==> src/rtl/fir_serial_pkg.sv <==
// Shared types and width helpers for the parametrised serial FIR.
//   state_t   : controller state (IDLE waits for a sample, MAC runs the taps)
//   clog2     : ceil(log2(n)) for n >= 1
//   acc_width : accumulator width that cannot overflow for TAPS products
package fir_serial_pkg;

   typedef enum logic {
      IDLE = 1'b0,
      MAC  = 1'b1
   } state_t;

   function automatic int unsigned clog2(input int unsigned n);
      int unsigned r;
      r = 0;
      for (int unsigned v = n - 1; v != 0; v = v >> 1) begin
         r++;
      end
      return r;
   endfunction

   function automatic int unsigned acc_width(input int unsigned dw,
                                             input int unsigned cw,
                                             input int unsigned taps);
      return dw + cw + clog2(taps);
   endfunction

endpackage

==> src/rtl/fir_serial_param_if.sv <==
// Sample and coefficient bus of the serial FIR.
//   master : upstream side, drives samples and coefficient writes
//   slave  : filter side, returns ready, pending flag and filtered output
interface fir_serial_param_if #(
   parameter int unsigned TAPS = 6,
   parameter int unsigned DW   = 16,
   parameter int unsigned CW   = 16
);
   import fir_serial_pkg::*;

   localparam int unsigned ADDR_W = clog2(TAPS);

   logic                     in_valid;
   logic                     in_ready;
   logic signed [DW-1:0]     filter_in;
   logic                     coef_we;
   logic        [ADDR_W-1:0] coef_addr;
   logic signed [CW-1:0]     coef_wdata;
   logic                     coef_swap;
   logic                     coef_pending;
   logic                     out_valid;
   logic signed [DW-1:0]     filter_out;

   modport master (
      output in_valid, filter_in, coef_we, coef_addr, coef_wdata, coef_swap,
      input  in_ready, coef_pending, out_valid, filter_out
   );

   modport slave (
      input  in_valid, filter_in, coef_we, coef_addr, coef_wdata, coef_swap,
      output in_ready, coef_pending, out_valid, filter_out
   );

endinterface

==> src/rtl/fir_round_sat.sv <==
// Convergent (round-half-to-even) right shift followed by saturate or wrap.
//   din    : signed value, IW bits
//   dout_c : signed result, OW bits, equal to round(din / 2^SHIFT) clamped
//            to OW bits when SAT != 0, otherwise its low OW bits
module fir_round_sat #(
   parameter int unsigned IW    = 35,
   parameter int unsigned SHIFT = 16,
   parameter int unsigned OW    = 16,
   parameter int unsigned SAT   = 1
) (
   input  logic signed [IW-1:0] din,
   output logic signed [OW-1:0] dout_c
);

   localparam int unsigned        TW   = IW - SHIFT;
   localparam logic [SHIFT-1:0]   HALF = SHIFT'(1) << (SHIFT - 1);
   localparam logic signed [OW-1:0] MAXV = {1'b0, {(OW-1){1'b1}}};
   localparam logic signed [OW-1:0] MINV = {1'b1, {(OW-1){1'b0}}};

   logic signed [TW-1:0]  trunc_c;
   logic        [SHIFT-1:0] frac_c;
   logic                  up_c;
   logic signed [TW:0]    rnd_c;
   logic                  fits_c;

   assign trunc_c = din[IW-1:SHIFT];
   assign frac_c  = din[SHIFT-1:0];

   // Round up above one half; at exactly one half only when that makes the result even.
   assign up_c = (frac_c > HALF) || ((frac_c == HALF) && trunc_c[0]);

   // One extra bit so the increment can never wrap.
   assign rnd_c = (TW+1)'(trunc_c) + (TW+1)'(up_c);

   // Representable in OW bits when everything above the OW sign bit matches it.
   assign fits_c = (rnd_c[TW:OW-1] == '0) || (rnd_c[TW:OW-1] == '1);

   always_comb begin
      dout_c = rnd_c[OW-1:0];
      if ((SAT != 0) && !fits_c) begin
         dout_c = rnd_c[TW] ? MINV : MAXV;
      end
   end

endmodule

==> src/rtl/fir_serial_param.sv <==
// Fully serial direct-form FIR: one MAC, TAPS cycles per sample, double-buffered
// coefficients, convergent rounding and selectable saturate/wrap output.
//   clk, syn_rst : clock and synchronous active-high reset
//   clk_enable   : global enable, every register holds while low
//   bus (slave)  : in_valid/in_ready/filter_in sample input,
//                  coef_we/coef_addr/coef_wdata shadow-bank write,
//                  coef_swap/coef_pending bank swap request,
//                  out_valid/filter_out filtered output
module fir_serial_param
   import fir_serial_pkg::*;
#(
   parameter int unsigned TAPS = 6,
   parameter int unsigned DW   = 16,
   parameter int unsigned CW   = 16,
   parameter int unsigned SAT  = 1
) (
   input  logic               clk,
   input  logic               syn_rst,
   input  logic               clk_enable,
   fir_serial_param_if.slave  bus
);

   localparam int unsigned CNTW = clog2(TAPS);
   localparam int unsigned PW   = DW + CW;
   localparam int unsigned AW   = acc_width(DW, CW, TAPS);

   state_t               state;
   logic [CNTW-1:0]      count;
   logic signed [DW-1:0] delay       [TAPS];
   logic signed [CW-1:0] coef_shadow [TAPS];
   logic signed [CW-1:0] coef_active [TAPS];
   logic signed [AW-1:0] acc;
   logic                 coef_pending;
   logic                 out_valid;
   logic signed [DW-1:0] filter_out;

   logic signed [PW-1:0] prod_c;
   logic signed [AW-1:0] mac_sum_c;
   logic signed [DW-1:0] rs_out_c;
   logic                 copy_c;
   logic                 last_c;

   // Bank swap is only allowed between samples so a MAC pass sees one coefficient set.
   assign copy_c = (state == IDLE) && coef_pending;
   assign last_c = (count == CNTW'(TAPS - 1));

   // Single multiplier; the first tap of a pass restarts the accumulation.
   assign prod_c    = PW'(delay[count]) * PW'(coef_active[count]);
   assign mac_sum_c = ((count == '0) ? '0 : acc) + AW'(prod_c);

   fir_round_sat #(
      .IW    (AW),
      .SHIFT (CW),
      .OW    (DW),
      .SAT   (SAT)
   ) u_round_sat (
      .din    (mac_sum_c),
      .dout_c (rs_out_c)
   );

   // Controller, datapath and coefficient banks.
   always_ff @(posedge clk) begin
      if (syn_rst) begin
         state        <= IDLE;
         count        <= '0;
         acc          <= '0;
         coef_pending <= 1'b0;
         out_valid    <= 1'b0;
         filter_out   <= '0;
         for (int unsigned k = 0; k < TAPS; k++) begin
            delay[k]       <= '0;
            coef_shadow[k] <= '0;
            coef_active[k] <= '0;
         end
      end else if (clk_enable) begin
         out_valid <= 1'b0;

         if (bus.coef_we && (32'(bus.coef_addr) < TAPS)) begin
            coef_shadow[bus.coef_addr] <= bus.coef_wdata;
         end

         // A swap request arriving on the copy edge is absorbed by that copy.
         if (copy_c) begin
            for (int unsigned k = 0; k < TAPS; k++) begin
               coef_active[k] <= coef_shadow[k];
            end
            coef_pending <= 1'b0;
         end else if (bus.coef_swap) begin
            coef_pending <= 1'b1;
         end

         case (state)
            IDLE: begin
               if (bus.in_valid) begin
                  delay[0] <= bus.filter_in;
                  for (int unsigned k = 1; k < TAPS; k++) begin
                     delay[k] <= delay[k-1];
                  end
                  count <= '0;
                  state <= MAC;
               end
            end
            MAC: begin
               acc <= mac_sum_c;
               if (last_c) begin
                  filter_out <= rs_out_c;
                  out_valid  <= 1'b1;
                  count      <= '0;
                  state      <= IDLE;
               end else begin
                  count <= count + CNTW'(1);
               end
            end
            default: state <= IDLE;
         endcase
      end
   end

   assign bus.in_ready     = (state == IDLE);
   assign bus.coef_pending = coef_pending;
   assign bus.out_valid    = out_valid;
   assign bus.filter_out   = filter_out;

endmodule

==> src/flat_wrapper.sv <==
// flat-port wrapper written by rule: the top's interface ports become plain ports
module fir_serial_param_flat import fir_serial_pkg::*;
#(
   parameter int unsigned TAPS = 6,
   parameter int unsigned DW   = 16,
   parameter int unsigned CW   = 16,
   parameter int unsigned SAT  = 1
)
  (clk, syn_rst, clk_enable, bus_in_valid, bus_filter_in, bus_coef_we, bus_coef_addr, bus_coef_wdata, bus_coef_swap, bus_in_ready, bus_coef_pending, bus_out_valid, bus_filter_out);
  fir_serial_param_if #(.TAPS(TAPS), .DW(DW), .CW(CW)) bus_i ();
  input  logic clk;
  input  logic syn_rst;
  input  logic clk_enable;
  input wire logic [$bits(bus_i.in_valid)-1:0] bus_in_valid;
  input wire logic [$bits(bus_i.filter_in)-1:0] bus_filter_in;
  input wire logic [$bits(bus_i.coef_we)-1:0] bus_coef_we;
  input wire logic [$bits(bus_i.coef_addr)-1:0] bus_coef_addr;
  input wire logic [$bits(bus_i.coef_wdata)-1:0] bus_coef_wdata;
  input wire logic [$bits(bus_i.coef_swap)-1:0] bus_coef_swap;
  output wire logic [$bits(bus_i.in_ready)-1:0] bus_in_ready;
  output wire logic [$bits(bus_i.coef_pending)-1:0] bus_coef_pending;
  output wire logic [$bits(bus_i.out_valid)-1:0] bus_out_valid;
  output wire logic [$bits(bus_i.filter_out)-1:0] bus_filter_out;
  assign bus_i.in_valid = bus_in_valid;
  assign bus_i.filter_in = bus_filter_in;
  assign bus_i.coef_we = bus_coef_we;
  assign bus_i.coef_addr = bus_coef_addr;
  assign bus_i.coef_wdata = bus_coef_wdata;
  assign bus_i.coef_swap = bus_coef_swap;
  assign bus_in_ready = bus_i.in_ready;
  assign bus_coef_pending = bus_i.coef_pending;
  assign bus_out_valid = bus_i.out_valid;
  assign bus_filter_out = bus_i.filter_out;
  fir_serial_param #(.TAPS(TAPS), .DW(DW), .CW(CW), .SAT(SAT)) u_core (.clk(clk), .syn_rst(syn_rst), .clk_enable(clk_enable), .bus(bus_i));
endmodule
==> config.mk <==
export PLATFORM = sky130hd
export DESIGN_NAME = fir_serial_param_flat
export DESIGN_NICKNAME = d
export VERILOG_FILES = /design/src/rtl/fir_serial_pkg.sv /design/src/rtl/fir_serial_param_if.sv /design/src/rtl/fir_round_sat.sv /design/src/rtl/fir_serial_param.sv /design/src/flat_wrapper.sv
export SDC_FILE = /design/constraint.sdc
export NUM_CORES = 1
export LEC_CHECK = 0
export CAP_MARGIN = 20
export CORE_ASPECT_RATIO = 0.75
export CORE_MARGIN = 2
export CORE_UTILIZATION = 45
export DETAILED_ROUTE_END_ITERATION = 8
export HOLD_SLACK_MARGIN = 0.03
export PLACE_DENSITY = 0.62
export SLEW_MARGIN = 20
export SYNTH_ARGS = -nofsm -noshare
export SYNTH_HDL_FRONTEND = slang
export SYNTH_SLANG_ARGS = --single-unit
==> constraint.sdc <==
create_clock -name clk -period 20.1 [get_ports clk]
set_input_delay 3.015 -clock clk [delete_from_list [all_inputs] [get_ports clk]]
set_output_delay 3.015 -clock clk [all_outputs]
set_load 0.01 [all_outputs]
Word-level counts from Yosys, hierarchy flattened

Memory sizes are Yosys's and may differ from the RTL's. A register that Yosys moved wholly into a read port is not among the register bits.
Cells that the tools add are included.

Bits in read-only memories: 0
Memory bits (writable): 288
Word-level logic and storage cells: 91
Output and inout port bits: 19
Bits in registers: 57
Memories kept: 3
Latch bits: 0

$add $sub $neg: 3
Shift-type cells: 0
Reduce and logical (&&, ||, !) cells: 13
Div/mod/pow operators: 0
Muxes and demuxes: 46
Equality and inequality tests: 4
Magnitude comparators: 2
Multiply operators: 1
Bitwise gates (word level): 13

Memories:

| name               | words | bits a word | read ports | clocked after Yosys merged registers in | write ports | line                   | text |
|---|---|---|---|---|---|---|---|
| u_core.coef_active | 6     | 16          | 1          | 1                                       | 6           | fir_serial_param.sv:31 | `logic signed [CW-1:0] coef_active [TAPS];` |
| u_core.coef_shadow | 6     | 16          | 6          | 0                                       | 6           | fir_serial_param.sv:30 | `logic signed [CW-1:0] coef_shadow [TAPS];` |
| u_core.delay       | 6     | 16          | 6          | 1                                       | 6           | fir_serial_param.sv:29 | `logic signed [DW-1:0] delay [TAPS];` |

Operator list:

| kind                                                           | number |
|---|---|
| 16-bit 2-to-1 mux                                              | 15 |
| 35-bit adder                                                   | 1 |
| 35-bit 2-to-1 mux                                              | 1 |
| 16-bit by 16-bit multiplier with 32-bit output                 | 1 |
| 1-bit 2-to-1 mux                                               | 21 |
| 3-bit 2-to-1 mux                                               | 7 |
| 19-bit by 2-bit adder with 20-bit output                       | 1 |
| 16-bit == test (second input constant)                         | 1 |
| 16-bit greater-than comparator (second input constant)         | 1 |
| 16-bit OR reduction                                            | 1 |
| 1-bit OR                                                       | 12 |
| 3-bit one-hot mux with 2 select lines                          | 1 |
| 2-bit AND reduction                                            | 3 |
| 5-bit == test (second input constant)                          | 1 |
| 5-bit zero test                                                | 1 |
| 3-bit by 1-bit adder with 3-bit output (second input constant) | 1 |
| 3-bit == test (second input constant)                          | 1 |
| 1-bit logical AND                                              | 3 |
| 3-bit zero test                                                | 1 |
| 3-bit < comparator (second input constant)                     | 1 |
| 3-bit AND reduction                                            | 1 |
| 1-bit logical OR                                               | 2 |
| 2-bit != test (second input constant)                          | 1 |
| 1-bit one-hot mux with 2 select lines                          | 1 |
| other kinds (2)                                                | 2 |

Longest topological paths before layout

Gate-level depths: netlist of run 1.

Word-level depth: 10
Depth in mapped cells: 47
Gate-level depth less buffers: 42

By module

From an unflattened synthesis of run 1, not the netlist that was laid out.

Cell total of the unflattened synthesis: 2578
Area, all modules: 26623.0 µm²

Modules (own cells, without submodules):

| module           | instances | cells an instance | area each (µm²) | sequential area each (µm²) |
|---|---|---|---|---|
| fir_serial_param | 1         | 2463              | 25837.3         | 9849.4 |
| fir_round_sat    | 1         | 115               | 785.8           | 0.0 |

Least setup slack after synthesis of run 1

Ideal clock, no wire load.

Kind: register -> register
From: reg (tool-made name)
To: reg u_core.filter_out[3], in the netlist u_core.bus.filter_out[3]
Data required time: 19.961 ns
Path buffers: 5
Data arrival time: 10.551 ns
Setup time: 0.139 ns
Stages on the path, launching flop included: 46
Setup slack: 9.410 ns
Cells stage by stage: dfxtp_1 > clkbuf_1 > clkbuf_1 > clkbuf_1 > mux2i_1 > nand2_1 > o21ai_1 > clkbuf_1 > nor2_1 > fa_1 > inv_1 > fa_1 > fa_1 > inv_1 > fa_1 > fa_1 > inv_1 > fa_1 > [10 not listed] > a21o_1 > a21oi_1 > xnor2_1 > ha_1 > and2_1 > a221o_1 > or3_1 > o21ai_1 > a21o_1 > o21a_1 > o2bb2ai_1 > mux2i_1 > o311ai_0 > or2_2 > nor3_1 > o21a_1 > buf_4 > a211oi_1

RTL lines:

| what                 | line                    | text |
|---|---|---|
| end signal, assigned | fir_serial_param.sv:106 | `filter_out <= rs_out_c;` |
| end, declared        | fir_serial_param.sv:35  | `logic signed [DW-1:0] filter_out;` |

==> flow_metrics.py, run 1 <==
metrics = {
    "detailed_routing": {
        "viasPerCell": 5.29,
        "firstDrtPassIters": 5,
        "wl_per_cell_um": 18.7,
        "final_antenna_net_count": 0,
        "routed-via-count": 17900,
        "drt_iter0_drcs": 1371,
        "drt_drc": 0,
        "routed_wirelength_um": 63500,
    },
    "layout": {
        "fin_cells": 3392,
        "filler_cell_count": 5280,
        "multi_input_comb_area_um2": 15100,
        "final_net_count": 2995,
        "syn2layout_area_growth_pct": 10.5,
        "regArea_um2": 9850,
        "fin_area_um2": 29300,
        "post_route_cells_drive_above_1_share_pct": 6.65,
    },
    "worst_setup_path": {
        "reg2regPathDepth": 37,
        "cp_slowest_stage_delay_ps": 910,
        "setup.worst_path.class": "register to register",
        "crit_slowest_cell": "sky130_fd_sc_hd__a21oi_1",
        "crit_fanout": 43,
        "crit_top_cell": "sky130_fd_sc_hd__fa_1",
        "cp_top_family": "compound AO/OA/AOI/OAI gates",
        "setup.reg_to_reg.worst_slack_ps": 7700,
        "buffers_plus_inverters_on_the_worst_setup_path": 4,
        "critical_path.endpoint_type": "register",
        "rr_endpoint": "u_core.bus.filter_out[2]$_SDFFE_PP0P_",
        "cp_data_required_time_ps": 20520,
        "cp-start-kind": "register",
        "critPathArrivalTime_ps": 12820,
    },
    "synth": {
        "synthesis.instances": 2543,
        "number_of_enable_type_register_cells_in_the_synthesized_netlist": 288,
        "netlist.area_leader.share_pct": 32.6,
        "post_synth_most_frequent_cells": "343 x sky130_fd_sc_hd__inv_1, 288 x sky130_fd_sc_hd__edfxtp_1, 276 x sky130_fd_sc_hd__nor2_1",
        "synth-warning-count": 0,
        "synth.top_cells.by_area": "sky130_fd_sc_hd__edfxtp_1 33%, sky130_fd_sc_hd__fa_1 20%, sky130_fd_sc_hd__ha_1 5.6%",
        "synth_fp_nets": 2965,
        "ys_ff_latch": 348,
        "syn-mean-instance-area_um2": 10.4,
        "yosysTopAreaCell": "sky130_fd_sc_hd__edfxtp_1",
        "yosysSeqAreaShare_pct": 37.1,
        "postSynth.asyncResetShare_pct": 0,
        "yosys.cell_count.top_type": "sky130_fd_sc_hd__inv_1",
        "netlist-cell-type-count": 78,
        "yosys_most_used_dff": "sky130_fd_sc_hd__edfxtp_1",
        "syn_area_um2": 26600,
    },
    "cts": {
        "cts_buffers": 38,
        "hold_buffer_count_at_cts": 0,
        "htreeDepth": 2,
        "root_buffer": "sky130_fd_sc_hd__clkbuf_16",
        "ctsResizeCount": 0,
        "clock_insertion_delay_at_the_later_pin_of_the_skew_report_ps": 590,
        "longest_clk_path_bufs": 3,
        "number_of_sinks_on_the_clock_net": 348,
        "clk_transition_reported_paths_ps": 60,
        "cts_post_setup_buffers_inserted": 0,
        "tritoncts": "built",
    },
    "floorplan": {
        "num_rows": 77,
        "floorplan.io_pins": 60,
        "dieWidth_um": 284,
        "floorplan.die_area_um2": 61000,
        "core_region_area_um2": 58700,
        "die_h_um": 214,
        "initial_utilization_pct": 45.3,
    },
    "timing": {
        "final_critical_path_setup_slack_ps": 7700,
        "final_period_minus_worst_setup_slack_ps": 12400,
        "grt_setup_unrepaired": "false",
        "timing.final.setup_violations": 0,
        "clock-skew-final_ps": 32.4,
        "max_freq_mhz": 80.6,
        "setup_tns_ps": 0,
        "final_max_slew_viol_count": 0,
        "slew_headroom_pct": 23.9,
        "finalHoldViolCount": 0,
        "max_slew.worst_pin.slew_ps": 1140,
        "post-route-period-util_pct": 61.7,
    },
    "grt": {
        "grt_max_degree": 97,
        "globalRoute.totalOverflow": 0,
        "antenna_found_initial": 0,
        "first_global_vias": 18900,
        "aggregate_global_route_resource_usage_pct": 21.8,
        "grt_pass1_wl_um": 105000,
    },
    "placement": {
        "postPlaceCellArea_um2": 28100,
        "detailedPlacementHpwl_um": 45700,
        "place.gp.congestion": 0.876,
        "io_buffer_count": 59,
        "post-place-ws_ps": 7930,
        "dpl.cell_count": 3322,
    },
    "worst_hold_path": {
        "worstHoldPathType": "register to register",
        "worstHoldStart": "u_core.acc[13]$_SDFFE_PP0P_",
        "min_path_cells": 2,
        "timing.hold.worst_endpoint": "u_core.acc[13]$_SDFFE_PP0P_",
    },
    "run": {
        "drv.max_cap_violation_count": 0,
    },
    "status": {
        "run_status": "complete, no violations",
    },
}
-- area by class of cell --
type                            instances  share of cell area (%)
Inverter                              343                    4.39
Tap cell                              790                    3.37
Clock buffer                           50                    3.54
Multi-Input combinational cell       1752                    51.6
Antenna cell                            1                 0.00853
Sequential cell                       348                    33.6
Timing Repair Buffer                   90                    2.82
Clock inverter                         18                   0.717
-- state kept, by name, indices dropped and copies added (netlist names), named ones only --
signal                   cells
u_core.count                 3
u_core.coef_shadow          96
u_core.state                 1
u_core.acc                  35
u_core.bus.filter_out       16
u_core.bus.out_valid         1
u_core.coef_active          96
u_core.bus.coef_pending      1
u_core.delay                96
-- metrics by stage --
| step | util, % | hold slack, ps |
|---|---|---|
| final | 50.0 | 452 |
| after floorplan | - | 432 |
| after global placement | 47.8 | 438 |
| after detailed placement | 47.8 | 446 |
| after CTS | 49.9 | 454 |
| after global routing | 50.0 | 473 |
-- cell families (layout without fill, tap and decap cells) --
group	Yosys count	count (layout)	share of synthesized area (%)
AND/OR/NAND/NOR	913	913	16.7
buffers and inverters	443	501	6.31
adder cells (fa/ha/maj)	381	381	25.4
flip-flops	348	348	37.1
AO/OA/AOI/OAI	317	317	7.95
XOR/XNOR	72	72	2.43
multiplexers	69	69	4.12
other	0	1	0
-- worst max path at each step --
stage,slack [ps],to,from,cells past startpoint
after floorplan,9410,u_core.bus.filter_out[3]$_SDFFE_PP0P_,register,45
after global placement,8090,u_core.bus.filter_out[3]$_SDFFE_PP0P_,register,37
after detailed placement,7930,u_core.bus.filter_out[2]$_SDFFE_PP0P_,register,37
after CTS,7870,u_core.bus.filter_out[2]$_SDFFE_PP0P_,register,37
after global routing,6870,u_core.bus.filter_out[14]$_SDFFE_PP0P_,register,37
final,7700,u_core.bus.filter_out[2]$_SDFFE_PP0P_,register,37
-- routing by layer --
metal | vias to the layer above | global-route usage, % | share of wire (%)
met1 | 8978 | 31.5 | 46
met3 | 72 | 4.69 | 7.7
met2 | 497 | 33.8 | 45
met5 | - | 0 | 0
met4 | 0 | 4.58 | 1.8
li1 | 8385 | - | -
-- worst min-delay path: stages, from the launching register on --
cell	delay [ps]
sky130_fd_sc_hd__dfxtp_1	310
sky130_fd_sc_hd__nand2_1	50
sky130_fd_sc_hd__a21oi_1	50
-- layout by cell type, fill, tap and decap left out, types with 32 or more instances in the layout --
| cell | Yosys | final |
|---|---|---|
| sky130_fd_sc_hd__clkbuf_16 | 0 | 40 |
| sky130_fd_sc_hd__and2_1 | 235 | 235 |
| sky130_fd_sc_hd__fa_1 | 263 | 263 |
| sky130_fd_sc_hd__nor2_1 | 276 | 275 |
| sky130_fd_sc_hd__dfxtp_1 | 60 | 58 |
| sky130_fd_sc_hd__clkdlybuf4s50_1 | 0 | 58 |
| sky130_fd_sc_hd__nor2b_1 | 47 | 47 |
| sky130_fd_sc_hd__nand2_1 | 235 | 235 |
| sky130_fd_sc_hd__a21oi_1 | 114 | 105 |
| sky130_fd_sc_hd__ha_1 | 118 | 118 |
| sky130_fd_sc_hd__xnor2_1 | 53 | 53 |
| sky130_fd_sc_hd__a21o_1 | 38 | 38 |
| sky130_fd_sc_hd__edfxtp_1 | 288 | 288 |
| sky130_fd_sc_hd__inv_1 | 343 | 343 |
| sky130_fd_sc_hd__o21ai_0 | 39 | 38 |
| sky130_fd_sc_hd__mux4_2 | 32 | 32 |
| sky130_fd_sc_hd__mux2i_1 | 35 | 35 |
Power of run 1 is left out: the tool's default activity adds up to more than one toggle a clock period on the data nets, which glitch-free logic cannot reach.
==> run 2: changes to the inputs <==
Settings changed: PLACE_DENSITY 0.62 to 0.64.
Clock period 20.1 ns to 11 ns, I/O delays scaled along.
==> run 2 against run 1 <==
Non-clock buffer count up 55. Core utilization is 0.89 points higher. Sequential share of layout area down 0.59 points. Critical path type unchanged. Critical endpoint is now u_core.bus.filter_out[3]$_SDFFE_PP0P_.
==> flow_metrics.py, run 2 (synthesis gave the netlist of run 1 again) <==
metrics = {
    "status": {
        "run_status": "complete, no violations",
    },
    "timing": {
        "max_slew.worst_pin.slew_ps": 1100,
        "slew_headroom_pct": 26.2,
        "clock-skew-final_ps": 49.7,
        "final_period_minus_worst_setup_slack_ps": 10470,
        "finalHoldViolCount": 0,
        "max_freq_mhz": 95.6,
        "timing.final.setup_violations": 0,
        "setup_tns_ps": 0,
        "grt_setup_unrepaired": "false",
        "final_max_slew_viol_count": 0,
        "post-route-period-util_pct": 95.1,
    },
    "worst_setup_path": {
        "critical_path.endpoint_type": "register",
        "crit_top_cell": "sky130_fd_sc_hd__fa_1",
        "cp_slowest_stage_delay_ps": 510,
        "cp-start-kind": "register",
        "cp_top_family": "adder cells",
        "setup.reg_to_reg.worst_slack_ps": 530,
        "crit_slowest_cell": "sky130_fd_sc_hd__fa_1",
        "reg2regPathDepth": 39,
        "crit_fanout": 15,
        "cp_data_required_time_ps": 11430,
        "critPathArrivalTime_ps": 10900,
        "buffers_plus_inverters_on_the_worst_setup_path": 7,
        "rr_endpoint": "u_core.bus.filter_out[3]$_SDFFE_PP0P_",
        "setup.worst_path.class": "register to register",
    },
    "cts": {
        "longest_clk_path_bufs": 3,
        "number_of_sinks_on_the_clock_net": 348,
        "tritoncts": "built",
        "clock_insertion_delay_at_the_later_pin_of_the_skew_report_ps": 590,
        "root_buffer": "sky130_fd_sc_hd__clkbuf_16",
        "cts_buffers": 38,
        "clk_transition_reported_paths_ps": 70,
        "htreeDepth": 2,
    },
    "detailed_routing": {
        "final_antenna_net_count": 0,
        "drt_drc": 0,
        "routed-via-count": 18300,
        "wl_per_cell_um": 18.7,
        "viasPerCell": 5.29,
        "firstDrtPassIters": 5,
        "routed_wirelength_um": 64600,
        "drt_iter0_drcs": 1573,
    },
    "grt": {
        "aggregate_global_route_resource_usage_pct": 22.0,
        "first_global_vias": 18800,
        "globalRoute.totalOverflow": 0,
        "grt_max_degree": 97,
        "antenna_found_initial": 0,
        "grt_pass1_wl_um": 105000,
    },
    "floorplan": {
        "die_h_um": 214,
        "dieWidth_um": 284,
        "floorplan.die_area_um2": 61000,
        "floorplan.io_pins": 60,
        "num_rows": 77,
        "initial_utilization_pct": 45.3,
        "core_region_area_um2": 58700,
    },
    "layout": {
        "layout_common_cells": "343 x sky130_fd_sc_hd__inv_1, 288 x sky130_fd_sc_hd__edfxtp_1, 274 x sky130_fd_sc_hd__nor2_1",
        "layout_top_registers": "u_core.coef_active: 96 flops, u_core.coef_shadow: 96 flops, u_core.delay: 96 flops",
        "post_route_cells_drive_above_1_share_pct": 8.96,
        "final_net_count": 3050,
        "leading_cell_type_in_the_layout_fill_and_taps_excluded": "sky130_fd_sc_hd__inv_1",
        "syn2layout_area_growth_pct": 12.4,
    },
    "worst_hold_path": {
        "worstHoldPathType": "register to register",
        "timing.hold.worst_endpoint": "u_core.acc[15]$_SDFFE_PP0P_",
        "worstHoldStart": "u_core.acc[15]$_SDFFE_PP0P_",
        "min_path_cells": 2,
    },
    "placement": {
        "place.gp.congestion": 0.928,
        "detailedPlacementHpwl_um": 47900,
        "io_buffer_count": 59,
    },
    "run": {
        "drv.max_cap_violation_count": 0,
    },
}
==> run 2: worst reg2reg max path, delay by kind of cell (launching register included) <==
kind | cells | cell delay (ps)
adders and majority gates | 8 | 3610
muxes | 2 | 730
buffers and inverters | 7 | 850
DFF | 1 | 440
and+or+nand+nor | 7 | 1530
xor gates and xnor gates | 1 | 130
AOI/OAI and AO/OA | 14 | 3010
==> run 2: per-stage QoR <==
stage / hold slack, ps / cell area [um2] / cells / utilization (%) / setup slack, ps
after floorplan: 432 / 26600 / 2543 / - / 310
after global placement: 437 / 28500 / 3369 / 48.5 / 354
after detailed placement: 444 / 28500 / 3369 / 48.5 / 192
after CTS: 452 / 29700 / 3438 / 50.6 / 138
after global routing: 470 / 29900 / 3447 / 50.9 / 0.182
final: 450 / 29900 / 3448 / 50.9 / 535
==> run 2: repair_timing <==
| item | in CTS | in global routing |
|---|---|---|
| resized for setup | 0 | 13 |
| hold endpoints to repair | 0 | 0 |
| buffers inserted | 0 | 8 |
| setup endpoints to repair | 0 | 16 |
| hold buffers | 0 | 0 |
==> run 2: worst max path at each step <==
stage               startpoint                                     end  depth (start not counted)
finish                register   u_core.bus.filter_out[3]$_SDFFE_PP0P_                         39
global route          register  u_core.bus.filter_out[14]$_SDFFE_PP0P_                         44
CTS                   register   u_core.bus.filter_out[3]$_SDFFE_PP0P_                         40
detailed placement    register   u_core.bus.filter_out[2]$_SDFFE_PP0P_                         40
global placement      register   u_core.bus.filter_out[0]$_SDFFE_PP0P_                         39
floorplan             register   u_core.bus.filter_out[3]$_SDFFE_PP0P_                         45
==> run 2: layout make-up <==
class	instances	area, um2
Clock inverter	26	284
Clock buffer	43	970
Tap cell	790	988
Inverter	343	1290
Sequential cell	348	9850
Timing Repair Buffer	145	1340
Antenna cell	1	2.50
Multi-Input combinational cell	1752	15100
Fill cell	5297	28800
==> run 2: metal layers <==
metal  vias to the layer above  share of wire (%)  GRT usage, %
li1                       8529                  -             -
met1                      9130                 47          33.1
met2                       527                 45          34.0
met3                        67                6.7          3.59
met4                         0                1.5          3.98
met5                         -                  0             0
Power of run 2 is left out for the same reason.
